$ cat config.mk
export PLATFORM = sky130hd
export DESIGN_NAME = glyph_adh_rom
export DESIGN_NICKNAME = d
export VERILOG_FILES = /design/src/rtl/glyph_adh_rom.sv
export SDC_FILE = /design/constraint.sdc
export NUM_CORES = 1
export LEC_CHECK = 0
export CAP_MARGIN = 5
export CORE_MARGIN = 2
export CORE_UTILIZATION = 33
export CTS_BUF_LIST = sky130_fd_sc_hd__clkbuf_8
export CTS_CLUSTER_SIZE = 12
export DETAILED_ROUTE_END_ITERATION = 10
export PLACE_DENSITY_LB_ADDON = 0.12
export SETUP_SLACK_MARGIN = 0.4
export SYNTH_ARGS = -nofsm -noshare
export SYNTH_HDL_FRONTEND = slang
export SYNTH_SLANG_ARGS = --single-unit
export TNS_END_PERCENT = 100
$ cat constraint.sdc
create_clock -name clk -period 1 [get_ports clk]
set_clock_uncertainty 0.2 [all_clocks]
set_input_delay 0.2 -clock clk [delete_from_list [all_inputs] [get_ports clk]]
set_output_delay 0.2 -clock clk [all_outputs]
set_load 0.01 [all_outputs]
$ cat src/rtl/glyph_adh_rom.sv
// Registered 30x30 bitmap ROM for capital letters A, D and H.
// Row slice and single addressed pixel appear one clock after the lookup.
module glyph_adh_rom #(
    parameter int unsigned GLYPH_W = 30
) (
    input  logic               clk,
    input  logic               reset,
    input  logic               en,
    input  logic [1:0]         sel,
    input  logic [4:0]         y,
    input  logic [4:0]         x,
    output logic [GLYPH_W-1:0] xbits,
    output logic               pixel
);

    typedef enum logic [1:0] {
        LTR_A     = 2'd0,
        LTR_D     = 2'd1,
        LTR_H     = 2'd2,
        LTR_BLANK = 2'd3
    } letter_e;

    // Column masks: bit i is column i (bit 0 leftmost)
    localparam logic [GLYPH_W-1:0] STEM_L   = 30'h0000_0078; // cols 3-6
    localparam logic [GLYPH_W-1:0] STEM_R   = 30'h0780_0000; // cols 23-26
    localparam logic [GLYPH_W-1:0] BAR_MID  = 30'h007F_FF80; // cols 7-22
    localparam logic [GLYPH_W-1:0] BAR_WIDE = 30'h007F_FFF8; // cols 3-22

    letter_e            letter;
    logic [GLYPH_W-1:0] row;
    logic               pix;
    logic [GLYPH_W-1:0] xbits_d, xbits_q;
    logic               pixel_d, pixel_q;

    assign letter = letter_e'(sel);

    always_comb begin
        row = '0;
        unique case (letter)
            LTR_A: begin
                if (y >= 5'd2 && y <= 5'd5)
                    row = BAR_MID;
                else if (y >= 5'd6 && y <= 5'd27)
                    row = STEM_L | STEM_R | ((y >= 5'd14 && y <= 5'd17) ? BAR_MID : '0);
            end
            LTR_D: begin
                if ((y >= 5'd2 && y <= 5'd5) || (y >= 5'd24 && y <= 5'd27))
                    row = BAR_WIDE;
                else if (y >= 5'd6 && y <= 5'd23)
                    row = STEM_L | STEM_R;
            end
            LTR_H: begin
                if (y >= 5'd2 && y <= 5'd27)
                    row = STEM_L | STEM_R | ((y >= 5'd13 && y <= 5'd16) ? BAR_MID : '0);
            end
            default: row = '0;
        endcase
    end

    always_comb begin
        pix = 1'b0;
        if (x < 5'd30)
            pix = row[x];
    end

    always_comb begin
        xbits_d = xbits_q;
        pixel_d = pixel_q;
        if (en) begin
            xbits_d = row;
            pixel_d = pix;
        end
    end

    always_ff @(posedge clk or posedge reset) begin
        if (reset) begin
            xbits_q <= '0;
            pixel_q <= 1'b0;
        end else begin
            xbits_q <= xbits_d;
            pixel_q <= pixel_d;
        end
    end

    assign xbits = xbits_q;
    assign pixel = pixel_q;

endmodule

==> flow_summary.yaml <==
detailed_routing:
  vias: 797
  drtAntennaViolNets: 0
  drt_first_iter_violations: 11
  drt_wl_total_um: 2056
  avgViaCountPerCell: 4.890
  dr.pass1.iters: 4
  route.detailed.drc: 0
  wl_per_cell_um: 12.61
worst_setup_path:
  rrSetupSlack_ns: -0.21
  crit_family: "compound AO/OA/AOI/OAI gates"
  crit_path_end_kind: "flip-flop"
  worst_path_max_delay_cell: "maj3_2"
  cp-start-kind: "input pin"
  r2r_start: "xbits[22]"
  worstPathBufferInverterCount: 1
  cp.required_ns: 0.88
  path_cells: "buf_8 -> maj3_2 -> o2111a_1 -> a221oi_2 -> a32oi_1"
  critical_path_class: "in2reg"
  critPathMaxStageDelay_ns: 0.32
  cp_max_fo: 3
  crit_arrival_ns: 1.26
  r2r.worst_path.cells: 4
  reg2reg_to: "xbits[22]"
logic_synthesis:
  synth.avg_cell_area_um2: 7.649
  synth_warnings: 0
  yosysSeqAreaShare_pct: 14.87
  synth_cell_types: 34
  ys.flop_type: "dfrtp_1"
  synth-seq-cells: 4
  async_flop_share_pct: 100.0
  synth_edf_count: 0
  syn_area_um2: 673.1
  syn-instance-count: 88
floorplanning:
  die-area_um2: 2417
  rows: 16
  ioPinCount: 46
  core_area_um2: 1942
  die_width_um: 49.17
  start_util_pct: 34.66
  chipHeight_um: 49.17
placement:
  dpl_worst_slack_ns: -0.9880
  routabilityCongestion: 0.7625
  place_hpwl_um: 1377
  io_buffers: 39
cells_and_area:
  ff_latch_area_um2: 106.4
  drive_gt1_share_pct: 60.29
  multiInputGateArea_um2: 446.7
  antenna_cells: 0
  finalNetCount: 152
  fill_cells: 162
  area_delta_synth_final_pct: 95.91
grt:
  grt_pass1_wl_um: 3139
  antenna_found_initial: 0
  overflow: 0
  grt_max_degree: 10
  track_usage_pct: 16.71
  grt_pass1_vias: 743
pwr:
  vdd_drop_max_v: 0.0004909
  p_total_mw: 1.277
  leakagePower_nw: 0.6121
  power_density_nw_per_um2: 968.3
timing:
  final.setup.worst_slack_ns: -0.3851
  slew_viol_final: 0
  setup_viol: 29
  finalCritPeriodShare_pct: 138.5
  grt_setup_unrepaired: "yes"
  hold_viol: 4
  max_freq_ghz: 0.7220
  fin_hold_ws_ns: -0.03083
  period_minus_slack_ns: 1.385
clock_network:
  h-tree-depth: 1
  clockBufferDepth: 2
  cts_buffers: 3
  tritoncts: "yes"
  clk_latency_ns: 0.21
  clk_pin_slew_ns: 0.03
  numClockSinks: 4
  cts_root_buffer: "clkbuf_8"
flow_run:
  max_cap_viol_count: 0
outcome:
  violations: "negative hold slack, negative setup slack"
  run_status: "finished with violations"
min_path:
  hp-class: "in2async"
==> logic make-up after synthesis <==
group                    share of synthesized area, %
adder cells (fa/ha/maj)                         1.673
AND/OR/NAND/NOR                                 21.56
flip-flops                                      14.87
XOR/XNOR                                        1.301
buffers and inverters                           35.69
other                                          0.5571
AO/OA/AOI/OAI                                   24.35
==> state kept, by name, summed over array words and instances, names as in the netlist <==
register / count
xbits: 3
pixel: 1
==> layer usage <==
layer / vias up / routed length [um] / GRT usage (%)
met5: - / 0 / 0
li1: 375 / - / -
met2: 45 / 1104 / 31.08
met3: 10 / 146 / 3.374
met4: 0 / 62 / 10.95
met1: 367 / 742 / 16.48
==> per-stage QoR <==
step / std cells / hold slack, ns / setup TNS (ns) / utilization, % / cell area [um^2]
final: 163 / -0.03083 / -8.753 / 67.91 / 1319
after global routing: 163 / -0.02336 / -9.388 / 67.91 / 1319
after CTS: 160 / -0.02760 / -8.470 / 63.79 / 1239
after detailed placement: 147 / 0.2053 / -13.47 / 53.48 / 1039
after global placement: 147 / 0.1991 / -12.99 / 53.48 / 1039
after floorplan: 93 / -0.2340 / -3.032 / - / 798.3
==> worst max-delay path by stage <==
stage,endpoint,cells past startpoint,startpoint
2_1_floorplan,pixel,5,y[2]
3_3_place_gp,pixel,5,y[2]
3_5_place_dp,pixel,5,y[2]
4_1_cts,pixel,5,y[2]
5_1_grt,pixel,5,x[0]
6_report,pixel,5,y[1]
==> power breakdown <==
| group | switching [mW] | internal, mW | total [mW] |
|---|---|---|---|
| Sequential | 0.0239 | 0.186 | 0.209 |
| Combinational | 0.293 | 0.424 | 0.718 |
| Clock | 0.0879 | 0.262 | 0.350 |
==> placed cells by master (no fill, tap or decap), types with 2 or more instances in the layout <==
cell type,n
nand2b_1,3
dlygate4sd2_1,6
dfrtp_2,2
buf_2,2
and2_1,2
o21ai_0,3
o21ai_1,3
a21oi_2,2
nor2_1,3
clkbuf_8,3
inv_1,5
o211ai_1,3
nand2_1,3
a21oi_1,2
buf_4,19
nor2b_1,2
conb_1,6
buf_6,37
a211oi_2,2
==> synthesized netlist by cell type (all sizes together) (3+ instances only) <==
library cell / number / area, um^2
inv: 4 / 15.01
o211ai: 3 / 22.52
a21oi: 4 / 20.02
nor2: 4 / 15.01
dfrtp: 4 / 100.1
nand2b: 3 / 18.77
buf: 29 / 225.2
nand2: 3 / 11.26
o21ai: 7 / 35.03
==> timing repair <==
action                                 in CTS  in global routing
pin swaps                                  15                  4
resized for setup                         174                 15
setup endpoints to repair                  29                 29
gates cloned                                0                  0
endpoints found under the hold margin       4                  4
buffers inserted                            9                  3
==> cell type report <==
cell class	count	share of cell area, %
Multi-Input combinational cell	56	33.87
Inverter	4	1.139
Tap cell	27	2.562
Clock buffer	3	3.131
Clock inverter	1	0.2846
Sequential cell	4	8.065
Timing Repair Buffer	68	50.95
No activity file was read; power rests on OpenSTA's default activity.
